**src/rtl/imem_loader_pkg.sv**
```systemverilog
// Shared types and constants for the boot-time instruction memory loader.
package risc_loader_pkg;

    localparam int unsigned HDR_BYTES  = 2;
    localparam int unsigned WORD_BYTES = 4;
    localparam int unsigned BIDX_W     = $clog2(WORD_BYTES);

    typedef enum logic [2:0] {
        ST_HDR_HI,
        ST_HDR_LO,
        ST_BYTE,
        ST_WRITE,
        ST_RUN,
        ST_ERR
    } loader_state_t;

endpackage

```
**src/rtl/imem_loader_if.sv**
```systemverilog
// Byte-stream handshake and instruction memory write port of the loader.
interface imem_loader_if;

    logic [7:0]  rx_data;
    logic        rx_valid;
    logic        rx_ready;
    logic        imem_en;
    logic        imem_we;
    logic [31:0] imem_addr;
    logic [31:0] imem_wdata;

    // Loader side
    modport master (
        input  rx_data,
        input  rx_valid,
        output rx_ready,
        output imem_en,
        output imem_we,
        output imem_addr,
        output imem_wdata
    );

    // Stream source / memory side
    modport slave (
        output rx_data,
        output rx_valid,
        input  rx_ready,
        input  imem_en,
        input  imem_we,
        input  imem_addr,
        input  imem_wdata
    );

endinterface

```
**src/rtl/imem_loader_word_assembler.sv**
```systemverilog
// Big-endian word assembler: shifts bytes in MSB first and counts them.
module word_assembler
    import risc_loader_pkg::*;
(
    input  logic                      clk,
    input  logic                      reset,
    input  logic                      push,
    input  logic                      clear,
    input  logic [7:0]                data,
    output logic                      full,
    output logic [8*WORD_BYTES-1:0]   word
);

    logic [8*WORD_BYTES-1:0] r_word;
    logic [BIDX_W-1:0]       r_cnt;

    // Shift register and byte counter; the counter wraps after the last byte
    always_ff @(posedge clk or negedge reset) begin
        if (!reset) begin
            r_word <= '0;
            r_cnt  <= '0;
        end else if (clear) begin
            r_word <= '0;
            r_cnt  <= '0;
        end else if (push) begin
            r_word <= {r_word[8*WORD_BYTES-9:0], data};
            r_cnt  <= r_cnt + 1'b1;
        end
    end

    // full: the next push completes the word
    assign full = (r_cnt == BIDX_W'(WORD_BYTES - 1));
    assign word = r_word;

endmodule

```
**src/rtl/imem_loader.sv**
```systemverilog
// Boot loader: parses a length-prefixed byte stream into instruction words,
// writes them to instruction memory and holds the core until done.
module imem_loader
    import risc_loader_pkg::*;
#(
    parameter logic [31:0] BASE_ADDR = 32'd0,
    parameter int unsigned MAX_WORDS = 1024
) (
    input  logic          clk,
    input  logic          reset,
    imem_loader_if.master bus,
    input  logic          load_req,
    output logic          core_hold,
    output logic          load_done,
    output logic          load_err,
    output logic [15:0]   words_loaded
);

    loader_state_t r_state;
    loader_state_t w_next_state;

    logic        w_rx_ready;
    logic        w_xfer;
    logic        w_push;
    logic        w_clear;
    logic        w_full;
    logic        w_reload;
    logic        w_hdr_bad;
    logic [15:0] w_n;

    logic [7:0]  r_n_hi;
    logic [15:0] r_n_words;
    logic [15:0] r_word_idx;
    logic [15:0] r_words_loaded;
    logic        r_imem_we;
    logic [31:0] r_imem_addr;
    logic        r_core_hold;
    logic        r_load_done;
    logic        r_load_err;

    assign w_xfer    = bus.rx_valid && w_rx_ready;
    assign w_n       = {r_n_hi, bus.rx_data};
    assign w_hdr_bad = (w_n == 16'd0) || (32'(w_n) > MAX_WORDS);
    assign w_reload  = load_req && ((r_state == ST_RUN) || (r_state == ST_ERR));

    word_assembler u_asm (
        .clk   (clk),
        .reset (reset),
        .push  (w_push),
        .clear (w_clear),
        .data  (bus.rx_data),
        .full  (w_full),
        .word  (bus.imem_wdata)
    );

    // State register
    always_ff @(posedge clk or negedge reset) begin
        if (!reset) begin
            r_state <= ST_HDR_HI;
        end else begin
            r_state <= w_next_state;
        end
    end

    // Next-state decode
    always_comb begin
        w_next_state = r_state;
        unique case (r_state)
            ST_HDR_HI: if (w_xfer) w_next_state = ST_HDR_LO;
            ST_HDR_LO: if (w_xfer) w_next_state = w_hdr_bad ? ST_ERR : ST_BYTE;
            ST_BYTE:   if (w_xfer && w_full) w_next_state = ST_WRITE;
            ST_WRITE:  w_next_state = (r_word_idx == r_n_words - 16'd1) ? ST_RUN : ST_BYTE;
            ST_RUN,
            ST_ERR:    if (load_req) w_next_state = ST_HDR_HI;
            default:   w_next_state = ST_HDR_HI;
        endcase
    end

    // Decoded handshake and assembler controls
    always_comb begin
        w_rx_ready = 1'b0;
        w_push     = 1'b0;
        w_clear    = 1'b0;
        unique case (r_state)
            ST_HDR_HI: w_rx_ready = 1'b1;
            ST_HDR_LO: begin
                w_rx_ready = 1'b1;
                w_clear    = bus.rx_valid;
            end
            ST_BYTE: begin
                w_rx_ready = 1'b1;
                w_push     = bus.rx_valid;
            end
            default: w_rx_ready = 1'b0;
        endcase
    end

    // Header capture and word / load counters
    always_ff @(posedge clk or negedge reset) begin
        if (!reset) begin
            r_n_hi         <= '0;
            r_n_words      <= '0;
            r_word_idx     <= '0;
            r_words_loaded <= '0;
        end else begin
            if ((r_state == ST_HDR_HI) && w_xfer) begin
                r_n_hi <= bus.rx_data;
            end
            if ((r_state == ST_HDR_LO) && w_xfer) begin
                r_n_words  <= w_n;
                r_word_idx <= '0;
            end
            if (r_state == ST_WRITE) begin
                r_word_idx     <= r_word_idx + 16'd1;
                r_words_loaded <= r_words_loaded + 16'd1;
            end
            if (w_reload) begin
                r_words_loaded <= '0;
            end
        end
    end

    // Registered outputs follow the state being entered so they line up with it;
    // imem_wdata is the assembler register itself, which holds the word during WRITE.
    always_ff @(posedge clk or negedge reset) begin
        if (!reset) begin
            r_imem_we   <= 1'b0;
            r_imem_addr <= '0;
            r_core_hold <= 1'b1;
            r_load_done <= 1'b0;
            r_load_err  <= 1'b0;
        end else begin
            r_imem_we   <= (w_next_state == ST_WRITE);
            if (w_next_state == ST_WRITE) begin
                r_imem_addr <= BASE_ADDR + 32'(r_word_idx);
            end
            r_core_hold <= (w_next_state != ST_RUN);
            r_load_done <= (w_next_state == ST_RUN);
            r_load_err  <= (w_next_state == ST_ERR);
        end
    end

    assign bus.rx_ready  = w_rx_ready;
    assign bus.imem_we   = r_imem_we;
    assign bus.imem_en   = r_imem_we;
    assign bus.imem_addr = r_imem_addr;
    assign core_hold     = r_core_hold;
    assign load_done     = r_load_done;
    assign load_err      = r_load_err;
    assign words_loaded  = r_words_loaded;

endmodule
```
**src/flat_wrapper.sv**
```systemverilog
// flat-port wrapper written by rule: the top's interface ports become plain ports
module imem_loader_flat import risc_loader_pkg::*;
#(
    parameter logic [31:0] BASE_ADDR = 32'd0,
    parameter int unsigned MAX_WORDS = 1024
)
  (clk, reset, load_req, core_hold, load_done, load_err, words_loaded, bus_rx_data, bus_rx_valid, bus_rx_ready, bus_imem_en, bus_imem_we, bus_imem_addr, bus_imem_wdata);
  imem_loader_if bus_i ();
  input  logic clk;
  input  logic reset;
  input  logic load_req;
  output logic core_hold;
  output logic load_done;
  output logic load_err;
  output logic [15:0] words_loaded;
  input wire logic [$bits(bus_i.rx_data)-1:0] bus_rx_data;
  input wire logic [$bits(bus_i.rx_valid)-1:0] bus_rx_valid;
  output wire logic [$bits(bus_i.rx_ready)-1:0] bus_rx_ready;
  output wire logic [$bits(bus_i.imem_en)-1:0] bus_imem_en;
  output wire logic [$bits(bus_i.imem_we)-1:0] bus_imem_we;
  output wire logic [$bits(bus_i.imem_addr)-1:0] bus_imem_addr;
  output wire logic [$bits(bus_i.imem_wdata)-1:0] bus_imem_wdata;
  assign bus_i.rx_data = bus_rx_data;
  assign bus_i.rx_valid = bus_rx_valid;
  assign bus_rx_ready = bus_i.rx_ready;
  assign bus_imem_en = bus_i.imem_en;
  assign bus_imem_we = bus_i.imem_we;
  assign bus_imem_addr = bus_i.imem_addr;
  assign bus_imem_wdata = bus_i.imem_wdata;
  imem_loader #(.BASE_ADDR(BASE_ADDR), .MAX_WORDS(MAX_WORDS)) u_core (.clk(clk), .reset(reset), .bus(bus_i), .load_req(load_req), .core_hold(core_hold), .load_done(load_done), .load_err(load_err), .words_loaded(words_loaded));
endmodule
```
**config.mk**
```make
export PLATFORM = sky130hd
export DESIGN_NAME = imem_loader_flat
export DESIGN_NICKNAME = d
export VERILOG_FILES = /design/src/rtl/imem_loader_pkg.sv /design/src/rtl/imem_loader_if.sv /design/src/rtl/imem_loader_word_assembler.sv /design/src/rtl/imem_loader.sv /design/src/flat_wrapper.sv
export SDC_FILE = /design/constraint.sdc
export NUM_CORES = 1
export LEC_CHECK = 0
export ABC_CLOCK_PERIOD_IN_PS = 3750
export CORE_MARGIN = 2
export CORE_UTILIZATION = 40
export CTS_BUF_LIST = sky130_fd_sc_hd__clkbuf_16
export CTS_CLUSTER_DIAMETER = 120
export CTS_CLUSTER_SIZE = 8
export DETAILED_ROUTE_END_ITERATION = 6
export PLACE_DENSITY = 0.68
export RECOVER_POWER = 50
export SETUP_SLACK_MARGIN = 0.02
export SKIP_LAST_GASP = 1
export SLEW_MARGIN = 20
export SYNTH_ARGS = -nofsm -noshare
export SYNTH_HDL_FRONTEND = slang
export SYNTH_HIERARCHICAL = 1
export SYNTH_SLANG_ARGS = --single-unit
```
**constraint.sdc**
```tcl
create_clock -name clk -period 3.75 [get_ports clk]
set_input_delay 0.5625 -clock clk [delete_from_list [all_inputs] [get_ports clk]]
set_output_delay 0.5625 -clock clk [all_outputs]
set_load 0.02 [all_outputs]
```
==> results.md <==
- Post-CTS clock slew at the launch and capture registers of the worst setup and hold paths: 0.05 ns
- Vias per inst: 5.11
- Leftover overflow at the end of global routing: 0
- Class of the most critical hold timing path: input pin to async pin
- Input/output buffers: 81
- Cts bufs inserted: 17
- Count of final hold-check violations: 0
- YS warnings: 6
- Avg Cell Area, Syn: 9.72 µm²
- ANT nets after route: 0
- Slew of the pin with the lowest slew margin: 1.17 ns
- CP top delay family: simple AND/OR/NAND/NOR gates
- Post-Syn Instances: 570
- First-pass GRT wire length: 21.4 mm
- Crit-path max FO: 7
- Yosys top cell area share: 50.6%
- Diodes inserted: 0
- Post-CTS repair timing setup buffer count: 0
- Total routing resource utilization after global routing: 18.7%
- Reg-to-reg setup timing slack: 1.14 ns
- Kind of critical path: register to register
- Gates resized, CTS repair: 0
- Floorplan die height: 122 µm
- Yosys cell types: 57
- Leading register cell type out of synthesis: dfrtp_1
- Insertion delay to the later sink of the worst-skew pair: 0.42 ns
- Maximum buffer depth of the clock tree: 2
- Kind of end point of the critical path: register
- Iteration-0 DRC count of the detailed router: 219
- WP data required: 4.09 ns
- Area added between synthesis and finish: 24.5%
- Power Density: 652 nW/µm²
- Count of final max-slew check failures: 0
- Pleak: 3.12 nW
- Launching element type of the critical path: register
- Cts hold-fix bufs: 0
- Setup clock skew after layout: 0.00995 ns
- Critical path's largest stage delay: 0.59 ns
- Worst rel slew slack: 22.2%
- Clock tree from TritonCTS: yes
- Final standard cell utilization of the core: 51.5%
- Result of the run: finished clean
- Count of max-cap constraint violations: 0
- Vias post-DR: 4244
- Total wire length after detailed routing: 12.9 mm
- Horiz. Die Dim: 122 µm
- Reg-to-Reg Start: u_core/r_n_words[0]
- Count of flip-flops with a built-in enable after synthesis: 0
- Cell Rows: 42
- Yosys reg bits: 113
- Max Clk Rate: 383 MHz
- First-pass iteration count of the detailed router: 5
- CP cell instances: inv_1, ha_1, nor4b_1, a21oi_1, nor4_1, nand3_1, nor3_1, nand4_1, a21o_1
- Cell area after synthesis: 5540 µm²
- Layout Nets: 657
- Fraction of final layout cells sized beyond drive strength 1: 7.03%
- Number of global-route vias before repair: 4298
- Final GP Congestion: 0.935
- Sum of negative setup slack: 0 ns
- Register area share after synthesis: 51.1%
- DRC violation count after routing: 0
- Worst ir drop on vdd: 0.000348 V
- Wire length per cell after detailed routing: 15.6 µm
- Initial core utilization: 41.3%
- Biggest area contributors in the synthesized netlist: dfrtp_1, nand2_1, mux2i_1, nor2_1, xnor2_1
- Boundary pin count: 98
- Area enclosed by the die boundary: 14800 µm²
- Min Clock Period, post-route: 2.61 ns
- Portion of the clock cycle consumed by the worst path in the final layout: 69.7%
- Cell chosen for the clock root: clkbuf_16
- Core area: 13400 µm²
- Worst path buffer plus inverter count: 1
- Clock sinks: 113
- Asr flop ratio synth: 100%
- Half-perimeter wire length of the detailed placement result: 8.89 mm
- Worst reg2reg path endpoint: u_core/core_hold
- # setup viols final: 0
- Largest net degree at the start of global routing: 94
- Arrival time of data at the critical path endpoint: 2.96 ns
- Slowest cell on the critical path: nor4b_1
- Length in cells of the worst reg-to-reg path: 9
- Library cell occupying the most area in the post-synthesis netlist: dfrtp_1
- Number of H-tree levels: 4
- RSZ-0062 raised after global routing: no
- Initial antenna violation count: 0
-- stage by stage --
stage	hold WS [ns]	instances	total power, mW	setup slack, ns	area [µm²]
finish	0.364	830	4.50	1.14	6900
floorplan	0.267	585	2.64	1.41	5590
CTS	0.0282	830	4.55	1.16	6900
global route	0.484	830	4.77	0.968	6900
global placement	0.459	798	3.04	1.01	6360
detailed placement	0.465	798	3.05	0.938	6360
-- kinds of logic after synthesis --
group	synth area share (%)
multiplexers	7.95
AO/OA/AOI/OAI	6.67
flip-flops	51.1
other	0.0677
adder cells (fa/ha/maj)	0.904
AND/OR/NAND/NOR	20.9
XOR/XNOR	6.17
buffers and inverters	6.26
-- state kept, by name (all words and copies together) (netlist names), 2 cells and up --
register / flops
u_core/r_n_hi: 8
u_core/u_asm/r_cnt: 2
u_core/r_word_idx: 16
u_core/u_asm/word: 32
u_core/bus.imem_addr: 16
u_core/r_n_words: 16
u_core/r_state: 3
u_core/words_loaded: 16
-- cells in the mapped netlist, types with 16 or more instances --
| master | count |
|---|---|
| xnor2_1 | 20 |
| nand3_1 | 28 |
| nand2_1 | 115 |
| buf_4 | 17 |
| nor2_1 | 65 |
| xor2_1 | 19 |
| mux2i_1 | 35 |
| dfrtp_1 | 112 |
| a21oi_1 | 16 |
| o21ai_0 | 20 |
| clkbuf_1 | 23 |
-- worst max path at each step --
| stage | from | end | slack [ns] | cells past startpoint |
|---|---|---|---|---|
| global placement | bus_rx_data[4] | u_core/core_hold | 1.01 | 8 |
| CTS | u_core/r_n_words[0] | u_core/core_hold | 1.16 | 8 |
| detailed placement | bus_rx_data[5] | u_core/core_hold | 0.94 | 8 |
| global route | u_core/r_n_words[0] | u_core/core_hold | 0.97 | 9 |
| floorplan | u_core/r_n_words[0] | u_core/core_hold | 1.41 | 8 |
| finish | u_core/r_n_words[0] | u_core/core_hold | 1.14 | 9 |
-- per-layer routing --
layer  global-route usage, %  share of wire (%)  vias up
li1                        -                  -     2036
met1                    23.7                 45     2065
met2                    29.2                 48      126
met3                    6.41                5.6       17
met4                    8.12                1.7        0
met5                       0                  0        -
-- layout by cell type, fill, tap and decap left out, types with 3 or more instances in the layout --
cell and instances:
clkdlybuf4s50_1 77, nor3_1 8, xnor2_1 20, conb_1 16, a21oi_1 16, o21ai_0 20
dfrtp_1 112, o211ai_1 4, inv_1 12, xor2_1 19, nand4_1 9, mux2i_1 35
nor2_1 65, nand3_1 28, mux2_2 8, clkinv_2 4, and3_1 9, ha_1 4
nor4_1 4, buf_4 4, dlygate4sd3_1 3, clkbuf_16 17, clkinv_1 4, nand2_1 115
-- cell type report --
| cell class | instances | area (µm²) |
|---|---|---|
| Clock buffer | 17 | 425 |
| Inverter | 7 | 26.3 |
| Sequential cell | 113 | 2830 |
| Clock inverter | 15 | 114 |
| Tap cell | 176 | 220 |
| Fill cell | 1228 | 6500 |
| Timing Repair Buffer | 87 | 858 |
| Multi-Input combinational cell | 415 | 2420 |
-- where the power goes --
part	internal, mW	leakage (nW)	switching, mW
Clock	0.945	0.290	0.516
Combinational	0.544	1.31	0.739
Sequential	1.44	1.53	0.313
Total	2.93	3.12	1.57
(Power assumes the default switching activity.)
